## src/rtl/cpu_trace_emitter_if.sv

```systemverilog
// Record-in / char-out bundle between the write-back monitor, the trace emitter
// and the trace checker. The emitter uses the slave view; the environment uses master.
interface cpu_trace_emitter_if;
  logic        in_valid;
  logic        in_ready;
  logic        in_is_mem;
  logic [13:0] in_time;
  logic [31:0] in_pc;
  logic [4:0]  in_reg;
  logic [31:0] in_addr;
  logic [31:0] in_data;
  logic [7:0]  char_out;
  logic        char_valid;
  logic        char_ready;
  logic        frame_done;

  modport master (
    output in_valid, in_is_mem, in_time, in_pc, in_reg, in_addr, in_data, char_ready,
    input  in_ready, char_out, char_valid, frame_done
  );

  modport slave (
    input  in_valid, in_is_mem, in_time, in_pc, in_reg, in_addr, in_data, char_ready,
    output in_ready, char_out, char_valid, frame_done
  );
endinterface

```

## src/rtl/cpu_trace_emitter.sv

```systemverilog
// Serialises one latched write-back record into an ASCII trace line, one char per
// char_valid&char_ready transfer: "^T@PPPPPPPP: $R <= DDDDDDDD#" or "... *AAAAAAAA ...".
module cpu_trace_emitter #(
  parameter bit HEX_UPPER   = 1'b0,
  parameter bit EMIT_SPACES = 1'b1
) (
  input logic              clk,
  input logic              reset,
  cpu_trace_emitter_if.slave bus
);

  typedef enum logic [3:0] {
    S_IDLE, S_CARET, S_TIME, S_AT, S_PC, S_COLON, S_SP1, S_TAG,
    S_OPND, S_SP2, S_LT, S_EQ, S_SP3, S_DATA, S_HASH
  } state_e;

  state_e      state_q, state_d;
  logic [2:0]  dig_q, dig_d;
  logic        is_mem_q;
  logic [13:0] time_q;
  logic [31:0] pc_q;
  logic [4:0]  reg_q;
  logic [31:0] addr_q;
  logic [31:0] data_q;

  logic        accept;
  logic        fire;
  logic        last_dig;
  logic [2:0]  t_ndig;
  logic [2:0]  r_ndig;
  logic [3:0]  t_digit;
  logic [3:0]  r_digit;
  logic [7:0]  char_c;

  function automatic logic [3:0] dec_digit(input logic [13:0] v, input logic [1:0] k);
    logic [13:0] q;
    case (k)
      2'd0:    q = v;
      2'd1:    q = v / 14'd10;
      2'd2:    q = v / 14'd100;
      default: q = v / 14'd1000;
    endcase
    return 4'(q % 14'd10);
  endfunction

  function automatic logic [7:0] hex_char(input logic [3:0] n);
    if (n < 4'd10) return 8'h30 + {4'h0, n};
    return (HEX_UPPER ? 8'h41 : 8'h61) + {4'h0, n} - 8'd10;
  endfunction

  assign accept         = (state_q == S_IDLE) && bus.in_valid;
  assign fire           = (state_q != S_IDLE) && bus.char_ready;
  assign last_dig       = (dig_q == 3'd0);
  assign t_ndig         = (time_q >= 14'd1000) ? 3'd4 :
                          (time_q >= 14'd100)  ? 3'd3 :
                          (time_q >= 14'd10)   ? 3'd2 : 3'd1;
  assign r_ndig         = (reg_q >= 5'd10) ? 3'd2 : 3'd1;
  assign t_digit        = dec_digit(time_q, dig_q[1:0]);
  assign r_digit        = dec_digit({9'd0, reg_q}, dig_q[1:0]);

  assign bus.in_ready   = (state_q == S_IDLE);
  assign bus.char_valid = (state_q != S_IDLE);
  assign bus.char_out   = char_c;
  assign bus.frame_done = (state_q == S_HASH) && bus.char_ready;

  // NOTE: sequential state uses non-blocking assignments so every register samples pre-edge values.
  always_ff @(posedge clk) begin
    if (reset) begin
      state_q <= S_IDLE;
      dig_q   <= 3'd0;
    end else begin
      state_q <= state_d;
      dig_q   <= dig_d;
    end
  end

  // NOTE: record registers carry no reset; they are only read after an accept reloads them.
  always_ff @(posedge clk) begin
    if (accept) begin
      is_mem_q <= bus.in_is_mem;
      time_q   <= (bus.in_time > 14'd9999) ? 14'd9999 : bus.in_time;
      pc_q     <= bus.in_pc;
      reg_q    <= bus.in_reg;
      addr_q   <= bus.in_addr;
      data_q   <= bus.in_data;
    end
  end

  // Digit fields stay in their state, counting dig_q down to 0, before moving on.
  // NOTE: every always_comb output gets a default first so no path infers a latch.
  always_comb begin
    state_d = state_q;
    dig_d   = dig_q;
    char_c  = 8'h00;
    case (state_q)
      S_IDLE: if (accept) state_d = S_CARET;
      S_CARET: begin
        char_c = 8'h5e;
        if (fire) begin state_d = S_TIME; dig_d = t_ndig - 3'd1; end
      end
      S_TIME: begin
        char_c = 8'h30 + {4'h0, t_digit};
        if (fire) begin
          if (last_dig) state_d = S_AT;
          else          dig_d   = dig_q - 3'd1;
        end
      end
      S_AT: begin
        char_c = 8'h40;
        if (fire) begin state_d = S_PC; dig_d = 3'd7; end
      end
      S_PC: begin
        char_c = hex_char(pc_q[{dig_q, 2'b00} +: 4]);
        if (fire) begin
          if (last_dig) state_d = S_COLON;
          else          dig_d   = dig_q - 3'd1;
        end
      end
      S_COLON: begin
        char_c = 8'h3a;
        if (fire) state_d = EMIT_SPACES ? S_SP1 : S_TAG;
      end
      S_SP1: begin
        char_c = 8'h20;
        if (fire) state_d = S_TAG;
      end
      S_TAG: begin
        char_c = is_mem_q ? 8'h2a : 8'h24;
        if (fire) begin
          state_d = S_OPND;
          dig_d   = is_mem_q ? 3'd7 : r_ndig - 3'd1;
        end
      end
      S_OPND: begin
        char_c = is_mem_q ? hex_char(addr_q[{dig_q, 2'b00} +: 4]) : 8'h30 + {4'h0, r_digit};
        if (fire) begin
          if (last_dig) state_d = EMIT_SPACES ? S_SP2 : S_LT;
          else          dig_d   = dig_q - 3'd1;
        end
      end
      S_SP2: begin
        char_c = 8'h20;
        if (fire) state_d = S_LT;
      end
      S_LT: begin
        char_c = 8'h3c;
        if (fire) state_d = S_EQ;
      end
      S_EQ: begin
        char_c = 8'h3d;
        if (fire) begin
          state_d = EMIT_SPACES ? S_SP3 : S_DATA;
          dig_d   = 3'd7;
        end
      end
      S_SP3: begin
        char_c = 8'h20;
        if (fire) begin state_d = S_DATA; dig_d = 3'd7; end
      end
      S_DATA: begin
        char_c = hex_char(data_q[{dig_q, 2'b00} +: 4]);
        if (fire) begin
          if (last_dig) state_d = S_HASH;
          else          dig_d   = dig_q - 3'd1;
        end
      end
      S_HASH: begin
        char_c = 8'h23;
        if (fire) state_d = S_IDLE;
      end
      default: state_d = S_IDLE;
    endcase
  end

endmodule

```

## src/flat_wrapper.sv

```systemverilog
// flat-port wrapper written by rule: the top's interface ports become plain ports
module cpu_trace_emitter_flat 
#(
  parameter bit HEX_UPPER   = 1'b0,
  parameter bit EMIT_SPACES = 1'b1
)
  (clk, reset, bus_in_valid, bus_in_is_mem, bus_in_time, bus_in_pc, bus_in_reg, bus_in_addr, bus_in_data, bus_char_ready, bus_in_ready, bus_char_out, bus_char_valid, bus_frame_done);
  cpu_trace_emitter_if bus_i ();
  input logic clk;
  input logic reset;
  input wire logic [$bits(bus_i.in_valid)-1:0] bus_in_valid;
  input wire logic [$bits(bus_i.in_is_mem)-1:0] bus_in_is_mem;
  input wire logic [$bits(bus_i.in_time)-1:0] bus_in_time;
  input wire logic [$bits(bus_i.in_pc)-1:0] bus_in_pc;
  input wire logic [$bits(bus_i.in_reg)-1:0] bus_in_reg;
  input wire logic [$bits(bus_i.in_addr)-1:0] bus_in_addr;
  input wire logic [$bits(bus_i.in_data)-1:0] bus_in_data;
  input wire logic [$bits(bus_i.char_ready)-1:0] bus_char_ready;
  output wire logic [$bits(bus_i.in_ready)-1:0] bus_in_ready;
  output wire logic [$bits(bus_i.char_out)-1:0] bus_char_out;
  output wire logic [$bits(bus_i.char_valid)-1:0] bus_char_valid;
  output wire logic [$bits(bus_i.frame_done)-1:0] bus_frame_done;
  assign bus_i.in_valid = bus_in_valid;
  assign bus_i.in_is_mem = bus_in_is_mem;
  assign bus_i.in_time = bus_in_time;
  assign bus_i.in_pc = bus_in_pc;
  assign bus_i.in_reg = bus_in_reg;
  assign bus_i.in_addr = bus_in_addr;
  assign bus_i.in_data = bus_in_data;
  assign bus_i.char_ready = bus_char_ready;
  assign bus_in_ready = bus_i.in_ready;
  assign bus_char_out = bus_i.char_out;
  assign bus_char_valid = bus_i.char_valid;
  assign bus_frame_done = bus_i.frame_done;
  cpu_trace_emitter #(.HEX_UPPER(HEX_UPPER), .EMIT_SPACES(EMIT_SPACES)) u_core (.clk(clk), .reset(reset), .bus(bus_i));
endmodule
```

## config.mk

```make
export PLATFORM = sky130hd
export DESIGN_NAME = cpu_trace_emitter_flat
export DESIGN_NICKNAME = d
export VERILOG_FILES = /design/src/rtl/cpu_trace_emitter_if.sv /design/src/rtl/cpu_trace_emitter.sv /design/src/flat_wrapper.sv
export SDC_FILE = /design/constraint.sdc
export NUM_CORES = 1
export LEC_CHECK = 0
export ABC_AREA = 0
export ABC_CLOCK_PERIOD_IN_PS = 22500
export BUFFER_PORTS_ARGS = -buffer_cell sky130_fd_sc_hd__buf_2
export CAP_MARGIN = 40
export CORE_ASPECT_RATIO = 0.75
export CORE_MARGIN = 1.5
export CORE_UTILIZATION = 35
export DETAILED_ROUTE_END_ITERATION = 16
export GPL_TIMING_DRIVEN = 0
export PLACE_DENSITY = 0.52
export RECOVER_POWER = 50
export REMOVE_ABC_BUFFERS = 1
export SETUP_SLACK_MARGIN = 0.02
export SLEW_MARGIN = 10
export SYNTH_ARGS = -nofsm -noshare
export SYNTH_HDL_FRONTEND = slang
export SYNTH_SLANG_ARGS = --single-unit
export TNS_END_PERCENT = 100
```

## constraint.sdc

```tcl
create_clock -name clk -period 22.5 [get_ports clk]
set_input_delay 2.25 -clock clk [delete_from_list [all_inputs] [get_ports clk]]
set_output_delay 2.25 -clock clk [all_outputs]
set_load 0.01 [all_outputs]
```

* Yosys cells after proc, flatten, opt, wreduce, memory -nomap -nowiden
Index checks and enable logic that the tools add are counted.
** Storage, ports and cells
- Register bits after elaboration :: 123
- Bits in latches :: 0
- RAM bits :: 0
- Memory bits (read-only) :: 0
- Input bits :: 120
- Output and inout bits :: 11
- Logic and storage cells :: 140
- Memories :: 0
** Cells by class
- Add/subtract/negate cells :: 14
- Multipliers :: 0
- Divide/modulo/power cells :: 8
- Order comparisons :: 8
- Equal/unequal tests :: 38
- Shift-type cells :: 3
- Muxes and demuxes :: 48
- Bitwise operators :: 0
- Reduce and logical (&&, ||, !) cells :: 13
** Operator list (number)
- one-hot mux 8 bit (12 select lines) :: 1
- indexed part select 32 x 6 -> 4 bit :: 3
- one-hot mux 14 bit (3 select lines) :: 2
- two-way mux 4 bit :: 20
- one-hot mux 4 bit (15 select lines) :: 1
- two-way mux 8 bit :: 7
- != test 2 x 1 -> 1 bit, second input constant :: 21
- adder 6 x 4 -> 7 bit, first input constant :: 5
- equality test 4 bit, second input constant :: 7
- remainder unit 14 x 4 -> 14 bit, second input constant :: 2
- adder 7 x 4 -> 8 bit, first input constant :: 3
- two-way mux 3 bit :: 8
- subtractor 8 x 4 -> 8 bit, second input constant :: 3
- AND reduction 19 bit :: 1
- equality test 4 x 3 -> 1 bit, second input constant :: 4
- divider 14 x 10 -> 14 bit, second input constant :: 1
- divider 14 x 4 -> 14 bit, second input constant :: 1
- divider 14 x 7 -> 14 bit, second input constant :: 1
- divider 5 x 10 -> 14 bit, second input constant :: 1
- divider 5 x 4 -> 14 bit, second input constant :: 1
- divider 5 x 7 -> 14 bit, second input constant :: 1
- greater-or-equal comparator 14 x 10 -> 1 bit, second input constant :: 1
- greater-or-equal comparator 14 x 4 -> 1 bit, second input constant :: 1
- greater-or-equal comparator 14 x 7 -> 1 bit, second input constant :: 1
- 20 further kinds :: 35

* Longest topological paths before layout
Gate-level depths: netlist of the first run.
- Depth in word-level cells :: 7
- Depth in mapped cells :: 115
- Depth with buffers taken out :: 107

* Worst setup path before layout of the first run
Ideal clock, no wire load.
- Path kind :: reg2out
- From :: register u_core.dig_q[1]
- To :: output bus_char_out[0]
- Arrival :: 22.498 ns
- Required time :: 20.250 ns
- Slack :: -2.248 ns
- Stages on the path, launching flop included :: 103
- Path buffers :: 10
- Path through :: dfxtp_1 > clkbuf_1 > clkbuf_1 > inv_1 > ha_1 > clkbuf_1 > inv_1 > ha_1 > a31oi_1 > and2_1 > ha_1 > nand4_1 > o41ai_2 > mux2_2 > ha_1 > o21ai_0 > a21oi_1 > mux2_2 > [67 not listed] > clkbuf_1 > o21ai_0 > ha_1 > o21a_1 > o21ai_0 > nand2b_1 > nor2_1 > mux2i_1 > a2111oi_4 > and2_1 > clkbuf_1 > o21ai_0 > ha_1 > and3_1 > a2111o_1 > o31a_1 > a2111oi_2 > o2111ai_1
** On the way
- Word-level cells in the longest chain between the ends :: 7
- Elaborated cells between the ends (all ways) :: 38
- Classes of those cells :: add/sub (11); div (2); order compare (3); eq/ne (2); shift (3); mux (16); reduce/logical (1)
** Ends and longest elaborated chain
- from (decl) :: RTL line cpu_trace_emitter.sv:18 : logic [2:0] dig_q, dig_d;
- from (signal assigned) :: RTL line cpu_trace_emitter.sv:73 : dig_q <= dig_d;
- branches (longest 6 deep; another with remainder unit 14 x 4 -> 14 bit)
- one-hot mux 8 bit (12 select lines) (*) :: RTL line cpu_trace_emitter.sv:95 : case (state_q)
- to (decl) :: RTL line flat_wrapper.sv:20 : output wire logic [$bits(bus_i.char_out)-1:0] bus_char_out;
Mark *: on every way between the ends. The select of a mux whose other input is x is not followed.

* Worst setup path after layout of the first run
Same ends and word-level chain as after synthesis.

==> flow_metrics.tcl, run 1 <==
set metrics [dict create \
    final_cell_mix "buf_4 (227), nand2_1 (156), nor2_1 (144)" \
    syn_inst 1904 \
    finalClockSkew_ns 0.0119 \
    core_sq_um 44800 \
    critPathMaxStageDelay_ns 0.55 \
    synth_edf_count 116 \
    htree_levels 4 \
    cp.required_ns 20.25 \
    num_vias 16385 \
    grt_pass1_wl_um 80900 \
    power_w 0.00387 \
    numClockSinks 123 \
    place_congestion 0.878 \
    setup_viol 1 \
    leakagePower_nw 8.60 \
    power_switching_share 0.467 \
    die_h_um 188 \
    end_kind "output port" \
    initial_utilization 0.356 \
    die_w_um 250 \
    period_share 1.04 \
    place_inst 2563 \
    layout.cells.non_filler 2832 \
    crit_top_cell "ha_4" \
    cp_data_arrival_time_ns 21.21 \
    grt_start_max_net_pins 57 \
    grt.met2_usage 0.325 \
    drt_iter0_drc 1184 \
    p_clk_frac 0.070 \
    worst_pin_slew_ns 2.85 \
    ys_warn_count 0 \
    layout.nets 2503 \
    portBuffers 129 \
    power_switching_w 0.00181 \
    r2r-start "u_core.state_q[2]$_SDFFE_PP0P_" \
    cts-buffers-inserted 17 \
    crit_fanout 7 \
    ant_nets 0 \
    fill_cells 4199 \
    outcome "finished, violations left" \
    synth_area_sq_um 16000 \
    cts_tree "built" \
    r2r_slack_ns 17.62 \
    hp-start "u_core.dig_q[0]$_SDFFE_PP0P_" \
    synth-seq-area-share 0.227 \
    grt-busiest-layer "met2" \
    ioPinCount 131 \
    final_common_cell "buf_4" \
    grt.met1_usage 0.307 \
    pwr-share-comb 0.856 \
    dp_hpwl_um 36600 \
    maxSlewViolCount 47 \
    hold_path_class "reg -> reg" \
    finalHoldViolations 0 \
    grt_overflow 0 \
    grt_antenna_before_repair 9 \
    min_path_cells 3 \
    routed_wl_um 53200 \
    maxCapViolations 1 \
    whs_ns 0.702 \
    critPathSlowestCell "a2111oi_4" \
    startpoint_type "flop" \
    dr.pass1.iters 7 \
    synth-async-reset-ratio 0 \
    path_clk_slew_ns 0.07 \
    drive_gt1_frac 0.309 \
    yosysUniqueCellTypes 106 \
    syn_avg_cell_area_sq_um 8.38 \
    power.density_nw_per_um2 184 \
    rsz0062_at_grt "true" \
    relSlewSlack -0.903 \
    clock.fmax_ghz 0.0426 \
    holdPathEnd "u_core.dig_q[0]$_SDFFE_PP0P_" \
    fin_util 0.469 \
    critPathKind "reg -> out" \
    violations "capacitance limit, slew limit, setup timing" \
    seqPwrFrac 0.074 \
    drcViolationCount 0 \
    detail_route.wl_per_cell_um 18.8 \
    dpl_worst_slack_ns -5.93 \
    syn2layout_area_growth_pct 31.9 \
    finalWorstSetupSlack_ns -0.961 \
    die-area_sq_um 46900 \
    cts_hold_buffers 0 \
    first_global_vias 15240 \
    ir_drop_mv 0.255 \
    clock_latency_ns 0.44 \
    clockBufferDepth 2 \
    grt_usage 0.213 \
    p_int_w 0.00206 \
    reg2regPathDepth 6 \
    gr-usage-met3 0.0390 \
    synth-seq-cells 123 \
    reg2reg_to "u_core.data_q[25]$_DFFE_PP_" \
    fin_crit_ns 23.46 \
    cts-root-buf "clkbuf_16" \
    synth_flop_cell "edfxtp_1" \
    rows 67 \
    vias_per_cell 5.79 \
]
[flip-flops by register name (all words and copies together), names as in the netlist]
register and flops:
u_core.data_q 32, u_core.pc_q 32, u_core.state_q 4, u_core.is_mem_q 1, u_core.reg_q 5, u_core.time_q 14
u_core.dig_q 3, u_core.addr_q 32
[cell families (layout without fill, tap and decap cells)]
kind of cell | after synthesis | count (layout) | share of synthesized area
adder cells (fa/ha/maj) | 154 | 154 | 0.121
AND/OR/NAND/NOR | 721 | 721 | 0.229
flip-flops | 123 | 123 | 0.227
other | 1 | 14 | 0.000235
XOR/XNOR | 84 | 84 | 0.0461
AO/OA/AOI/OAI | 574 | 574 | 0.253
multiplexers | 106 | 106 | 0.0886
buffers and inverters | 141 | 470 | 0.0351
[layout make-up]
| type | count | area [sq um] | share of cell area |
|---|---|---|---|
| multi-input cells | 1649 | 13200 | 0.626 |
| well taps | 586 | 733 | 0.0348 |
| repair buffers | 379 | 2680 | 0.127 |
| flip-flops and latches | 123 | 3630 | 0.173 |
| clock buffers | 18 | 429 | 0.0204 |
| clock inverters | 14 | 139 | 0.00660 |
| diodes | 4 | 10.0 | 0.000476 |
| inverters | 59 | 236 | 0.0112 |
[Yosys cell counts (39+ instances only)]
cell type	count	area share
inv_1	57	0.013
clkbuf_1	65	0.015
nand2_1	163	0.038
mux2i_1	48	0.030
nand2b_1	46	0.018
nor2_1	166	0.039
and2_1	39	0.015
a21oi_1	137	0.043
ha_1	154	0.12
nor3_1	65	0.020
edfxtp_1	116	0.22
xnor2_1	53	0.029
o21ai_0	111	0.035
nand3_1	54	0.017
[power groups by stage]
stage | Combinational, W | Sequential (W) | Clock, W
2_1_floorplan | 0.00172 | 0.000290 | 0
3_3_place_gp | 0.00211 | 0.000298 | 0
3_5_place_dp | 0.00216 | 0.000291 | 0
4_1_cts | 0.00292 | 0.000286 | 0.000277
5_1_grt | 0.00360 | 0.000288 | 0.000285
6_report | 0.00331 | 0.000287 | 0.000272
[routing by layer]
metal / vias to the layer above / share of wire
li1: 7960 / -
met1: 7812 / 0.48
met2: 531 / 0.43
met3: 74 / 0.065
met4: 8 / 0.019
met5: - / 0.0010
[worst max-delay path: cells and delay by family (launching register included)]
family	cells	cell delay, ns
adder cells (fa/ha/maj)	13	3.79
flip-flops	1	0.36
buffers and inverters	8	1.29
multiplexers	8	2.24
XOR/XNOR	3	0.55
AND/OR/NAND/NOR	32	5.40
AO/OA/AOI/OAI	34	7.12
[how the worst max path moves through the flow]
stage	cells after the start	endpoint	from
floorplan	89	bus_char_out[0]	u_core.dig_q[0]$_SDFFE_PP0P_
global placement	89	bus_char_out[0]	u_core.dig_q[0]$_SDFFE_PP0P_
detailed placement	94	bus_char_out[0]	u_core.dig_q[0]$_SDFFE_PP0P_
CTS	105	bus_char_out[0]	u_core.dig_q[1]$_SDFFE_PP0P_
global route	109	bus_char_out[0]	u_core.dig_q[1]$_SDFFE_PP0P_
finish	98	bus_char_out[0]	u_core.dig_q[1]$_SDFFE_PP0P_
[through the flow]
stage / cell area, sq um / TNS [ns]
global route: 21000 / -3.52
CTS: 20000 / -0.588
finish: 21000 / -0.961
floorplan: 15600 / -5.78
detailed placement: 17300 / -18.41
global placement: 17000 / -27.51
[repair_timing]
| item | in CTS | in global routing |
|---|---|---|
| buffers inserted | 172 | 61 |
| gates resized for setup | 185 | 115 |
| endpoints found under the setup margin | 4 | 4 |
| gates cloned | 1 | 0 |
| pin swaps | 96 | 76 |
| hold endpoints to repair | 0 | 0 |
(Power assumes the default switching activity.)
==> inputs of run 2 (changes only) <==
--- a/config.mk
+++ b/config.mk
@@ -11,10 +11,10 @@
 export CAP_MARGIN = 40
 export CORE_ASPECT_RATIO = 0.75
 export CORE_MARGIN = 1.5
-export CORE_UTILIZATION = 35
+export CORE_UTILIZATION = 45
 export DETAILED_ROUTE_END_ITERATION = 16
 export GPL_TIMING_DRIVEN = 0
-export PLACE_DENSITY = 0.52
+export PLACE_DENSITY = 0.64
 export RECOVER_POWER = 50
 export REMOVE_ABC_BUFFERS = 1
 export SETUP_SLACK_MARGIN = 0.02
==> constraint.sdc (replaced) <==
create_clock -name clk -period 22.5 [get_ports clk]
set_input_delay 4.5 -clock clk [delete_from_list [all_inputs] [get_ports clk]]
set_output_delay 4.5 -clock clk [all_outputs]
set_load 0.01 [all_outputs]
==> run 2 against run 1 <==
  * The run still ends with capacitance limit, slew limit, setup timing left
  * Critical path depth rose by 23
  * Cell area increased by 1.1%
  * Worst setup slack worse by 2.3 ns
  * Largest cell class unchanged
==> flow_metrics.tcl, run 2 (synthesis results as in run 1) <==
set metrics [dict create \
    layout.nets 2511 \
    grt_start_max_net_pins 60 \
    clock_latency_ns 0.43 \
    syn2layout_area_growth_pct 33.3 \
    grt_pass1_wl_um 81300 \
    final_common_cell "buf_4" \
    htree_levels 4 \
    numClockSinks 123 \
    grt_overflow 0 \
    end_kind "output port" \
    violations "capacitance limit, slew limit, setup timing" \
    core_sq_um 34800 \
    reg.largest.list "u_core.addr_q x32, u_core.data_q x32, u_core.pc_q x32" \
    dr.pass1.iters 6 \
    crit_top_cell "buf_4" \
    maxCapViolations 1 \
    drive_gt1_frac 0.328 \
    cp.required_ns 18.00 \
    fill_cells 2789 \
    ant_nets 0 \
    critPathSlowestCell "a2111o_1" \
    drcViolationCount 0 \
    critPathMaxStageDelay_ns 0.38 \
    startpoint_type "flop" \
    cts-root-buf "clkbuf_16" \
    fin_crit_ns 25.74 \
    path_clk_slew_ns 0.06 \
    detail_route.wl_per_cell_um 20.1 \
    worst_pin_slew_ns 3.82 \
    grt-busiest-layer "met2" \
    initial_utilization 0.459 \
    portBuffers 129 \
    vias_per_cell 6.33 \
    maxSlewViolCount 58 \
    grt_usage 0.275 \
    grt.met1_usage 0.392 \
    fin_util 0.612 \
    finalWorstSetupSlack_ns -3.24 \
    finalHoldViolations 0 \
    cts-buffers-inserted 17 \
    grt_antenna_before_repair 4 \
    place_congestion 0.876 \
    clockBufferDepth 2 \
    cp_data_arrival_time_ns 21.24 \
    clock.fmax_ghz 0.0388 \
    hold_path_class "reg -> reg" \
    dp_hpwl_um 34400 \
    die-area_sq_um 36600 \
    rsz0062_at_grt "true" \
    final_cell_mix "buf_4 (227), nand2_1 (156), nor2_1 (135)" \
    relSlewSlack -1.55 \
    r2r_slack_ns 17.81 \
    die_w_um 220 \
    die_h_um 166 \
    dpl_worst_slack_ns -8.07 \
    period_share 1.14 \
    drt_iter0_drc 1620 \
    outcome "finished, violations left" \
    finalClockSkew_ns 0.0127 \
    grt.met2_usage 0.426 \
    num_vias 17144 \
    cts_tree "built" \
    setup_viol 4 \
    first_global_vias 15671 \
    rows 59 \
    critPathKind "reg -> out" \
    ioPinCount 131 \
    gr-usage-met3 0.0484 \
    crit_fanout 6 \
    routed_wl_um 54500 \
]
==> run 2: cell count changes in the layout (fill, tap and decap cells not counted), moves of 5 or more <==
cell      delta
nor2_1       -9
nor2_2       +5
a21oi_2      -6
buf_2        +6
buf_6       +10
clkbuf_1    -10
ha_1         -6
ha_4         +5
inv_8        +5
==> run 2: worst max-delay path: cells and delay by family (launching register included) <==
kind,cells,cell delay (ns)
simple gates,22,3.16
compound gates,45,8.20
xor+xnor,1,0.24
fa+ha+maj,11,2.90
buf+inv,39,5.22
flops,1,0.35
mux,3,0.72
==> run 2: final timing paths <==
kind	endpoint	cells past startpoint	start
max reg2reg	u_core.reg_q[1]$_DFFE_PP_	5	u_core.state_q[2]$_SDFFE_PP0P_
min	u_core.dig_q[0]$_SDFFE_PP0P_	3	u_core.dig_q[0]$_SDFFE_PP0P_
min reg2reg	u_core.dig_q[0]$_SDFFE_PP0P_	3	u_core.dig_q[0]$_SDFFE_PP0P_
max	bus_char_out[0]	121	u_core.dig_q[1]$_SDFFE_PP0P_
==> run 2: per-layer routing <==
| layer | part of all wire | vias to the layer above |
|---|---|---|
| li1 | - | 7983 |
| met1 | 0.44 | 8160 |
| met2 | 0.45 | 869 |
| met3 | 0.081 | 130 |
| met4 | 0.024 | 2 |
| met5 | 0.00022 | - |
==> run 2: cell type report <==
| class | count | area [sq um] | area share |
|---|---|---|---|
| antenna | 3 | 7.51 | 0.000353 |
| inverter | 59 | 233 | 0.0109 |
| sequential | 123 | 3630 | 0.171 |
| clock buffer | 17 | 425 | 0.0200 |
| timing repair buffer | 387 | 2810 | 0.132 |
| clock inverter | 15 | 173 | 0.00812 |
| multi-input combinational | 1649 | 13400 | 0.631 |
| tap | 457 | 572 | 0.0269 |
==> run 2: repair_timing <==
item / CTS / global route
setup endpoints to repair: 4 / 4
gates resized for setup: 245 / 111
buffers inserted: 194 / 53
gates cloned: 1 / 0
pin swaps: 126 / 90
hold buffers: 0 / 0
==> run 2: per-stage QoR <==
step	setup TNS, ns	hold slack (ns)	cells	area (sq um)
after global placement	-34.85	0.738	2417	16900
after floorplan	-14.78	0.628	1831	15600
after global routing	-12.39	0.748	2709	21300
final	-9.63	0.727	2710	21300
after CTS	-7.38	0.660	2656	20300
after detailed placement	-28.03	0.745	2430	17100
Power of run 2 is left out: the tool's default activity adds up to more than one toggle a clock period on the data nets, which glitch-free logic cannot reach.
==> inputs of run 3 (changes only) <==
--- a/config.mk
+++ b/config.mk
@@ -8,16 +8,18 @@
 export ABC_AREA = 0
 export ABC_CLOCK_PERIOD_IN_PS = 22500
 export BUFFER_PORTS_ARGS = -buffer_cell sky130_fd_sc_hd__buf_2
-export CAP_MARGIN = 40
+export CAP_MARGIN = 10
 export CORE_ASPECT_RATIO = 0.75
 export CORE_MARGIN = 1.5
 export CORE_UTILIZATION = 45
 export DETAILED_ROUTE_END_ITERATION = 16
 export GPL_TIMING_DRIVEN = 0
+export HOLD_SLACK_MARGIN = 0.05
 export PLACE_DENSITY = 0.64
 export RECOVER_POWER = 50
 export REMOVE_ABC_BUFFERS = 1
 export SETUP_SLACK_MARGIN = 0.02
+export SKIP_CTS_REPAIR_TIMING = 1
 export SLEW_MARGIN = 10
 export SYNTH_ARGS = -nofsm -noshare
 export SYNTH_HDL_FRONTEND = slang
==> run 3 against run 2 <==
  * The flow still finishes with violations (capacitance limit, slew limit, setup timing)
  * Die area stayed put
  * Worst setup slack lost 0.51 ns
  * Final cell count shrank 3.4%
  * Maximum frequency shrank 1.9%
  * Highest routed layer unchanged
==> flow_metrics.tcl, run 3 (synthesis results as in run 1) <==
set metrics [dict create \
    startpoint_type "flop" \
    cts-buffers-inserted 17 \
    routed_wl_um 49400 \
    hp-start "u_core.dig_q[1]$_SDFFE_PP0P_" \
    htree_levels 4 \
    ir_drop_mv 0.335 \
    clock.fmax_ghz 0.0381 \
    setup_viol 4 \
    clockBufferDepth 2 \
    syn2layout_area_growth_pct 25.3 \
    numClockSinks 123 \
    final_cell_mix "nand2_1 (159), nor2_1 (146), buf_4 (141)" \
    drive_gt1_frac 0.271 \
    drcViolationCount 0 \
    vias_per_cell 6.16 \
    seqPwrFrac 0.079 \
    clock_latency_ns 0.43 \
    fin_area_sq_um 20000 \
    die-area_sq_um 36600 \
    power_switching_share 0.482 \
    critPathKind "reg -> out" \
    critPathMaxStageDelay_ns 0.41 \
    detail_route.wl_per_cell_um 18.9 \
    maxSlewViolCount 58 \
    grt_pass1_wl_um 72400 \
    power.density_nw_per_um2 181 \
    cp.required_ns 18.00 \
    reg.largest.list "u_core.addr_q x32, u_core.data_q x32, u_core.pc_q x32" \
    pwr-share-comb 0.846 \
    p_int_w 0.00188 \
    relSlewSlack -1.53 \
    period_share 1.17 \
    end_kind "output port" \
    portBuffers 129 \
    place_inst 2421 \
    reg2regPathDepth 5 \
    die_w_um 220 \
    reg2reg_to "u_core.reg_q[0]$_DFFE_PP_" \
    critPathSlowestCell "or3_4" \
    grt_antenna_before_repair 5 \
    cts-root-buf "clkbuf_16" \
    place_congestion 0.876 \
    min_path_cells 2 \
    crit_top_cell "ha_4" \
    holdPathEnd "u_core.dig_q[1]$_SDFFE_PP0P_" \
    path_clk_slew_ns 0.06 \
    dp_hpwl_um 34100 \
    grt_overflow 0 \
    layout.cells.non_filler 2618 \
    power_w 0.00363 \
    ioPinCount 131 \
    grt_usage 0.242 \
    violations "capacitance limit, slew limit, setup timing" \
    p_clk_frac 0.075 \
    final_common_cell "nand2_1" \
    fin_crit_ns 26.25 \
    outcome "finished, violations left" \
    tns_ns -12.19 \
    finalHoldViolations 0 \
    num_vias 16114 \
    r2r_slack_ns 17.79 \
    initial_utilization 0.459 \
    hold_path_class "reg -> reg" \
    finalWorstSetupSlack_ns -3.75 \
    worst_pin_slew_ns 3.80 \
    cp_data_arrival_time_ns 21.75 \
    leakagePower_nw 8.19 \
    core_sq_um 34800 \
    rsz0062_at_grt "true" \
    drt_iter0_drc 1298 \
    power_switching_w 0.00175 \
    cts_tree "built" \
    first_global_vias 14013 \
    maxCapViolations 1 \
    layout.nets 2418 \
    place_area_sq_um 17000 \
    finalClockSkew_ns 0.0166 \
    grt_start_max_net_pins 60 \
    r2r-start "u_core.state_q[2]$_SDFFE_PP0P_" \
    crit_fanout 7 \
    die_h_um 166 \
    ant_nets 0 \
    fill_cells 2990 \
    dr.pass1.iters 6 \
    rows 59 \
]
run 3: through the flow:
stage               hold WS (ns)  setup WS, ns  utilization
floorplan                  0.628         -4.51            -
global placement           0.738         -9.74        0.485
detailed placement         0.740         -8.80        0.488
CTS                        0.751         -9.35        0.504
global route               0.626         -4.59        0.575
finish                     0.608         -3.75        0.575
run 3: layout make-up:
cell class                 count  area, sq um  area share
antenna                        4         10.0    0.000501
clock buffer                  17          425      0.0213
clock inverter                15          145     0.00726
inverter                      59          239      0.0120
multi-input combinational   1651        12900       0.646
sequential                   123         3630       0.182
tap                          457          572      0.0286
timing repair buffer         291         2050       0.103
timing repair inverter         1         5.00    0.000250
run 3: critical path, delay by kind of cell (launching register included):
family / cells / cell delay, ns
buffers and inverters: 14 / 2.00
adders and majority gates: 14 / 3.75
muxes: 8 / 2.61
DFF: 1 / 0.38
AOI/OAI and AO/OA: 36 / 7.76
and+or+nand+nor: 27 / 4.81
run 3: per-layer routing:
layer	GRT usage	vias to the layer above	routed length, um
li1	-	7814	-
met1	0.371	7681	23600
met2	0.360	574	22200
met3	0.0361	43	3050
met4	0.0461	2	541
met5	0	-	13
run 3: power by group through the flow:
stage | Clock (W) | Sequential, W | Combinational (W)
6_report | 0.000272 | 0.000288 | 0.00307
4_1_cts | 0.000276 | 0.000289 | 0.00217
5_1_grt | 0.000286 | 0.000290 | 0.00331
2_1_floorplan | 0 | 0.000290 | 0.00172
3_5_place_dp | 0 | 0.000294 | 0.00214
3_3_place_gp | 0 | 0.000298 | 0.00209
run 3: worst max path at each step:
stage / from / end / cells past startpoint
2_1_floorplan: u_core.dig_q[0]$_SDFFE_PP0P_ / bus_char_out[0] / 89
3_3_place_gp: u_core.dig_q[0]$_SDFFE_PP0P_ / bus_char_out[0] / 94
3_5_place_dp: u_core.dig_q[1]$_SDFFE_PP0P_ / bus_char_out[0] / 95
4_1_cts: u_core.dig_q[1]$_SDFFE_PP0P_ / bus_char_out[0] / 96
5_1_grt: u_core.dig_q[1]$_SDFFE_PP0P_ / bus_char_out[0] / 107
6_report: u_core.dig_q[1]$_SDFFE_PP0P_ / bus_char_out[0] / 99
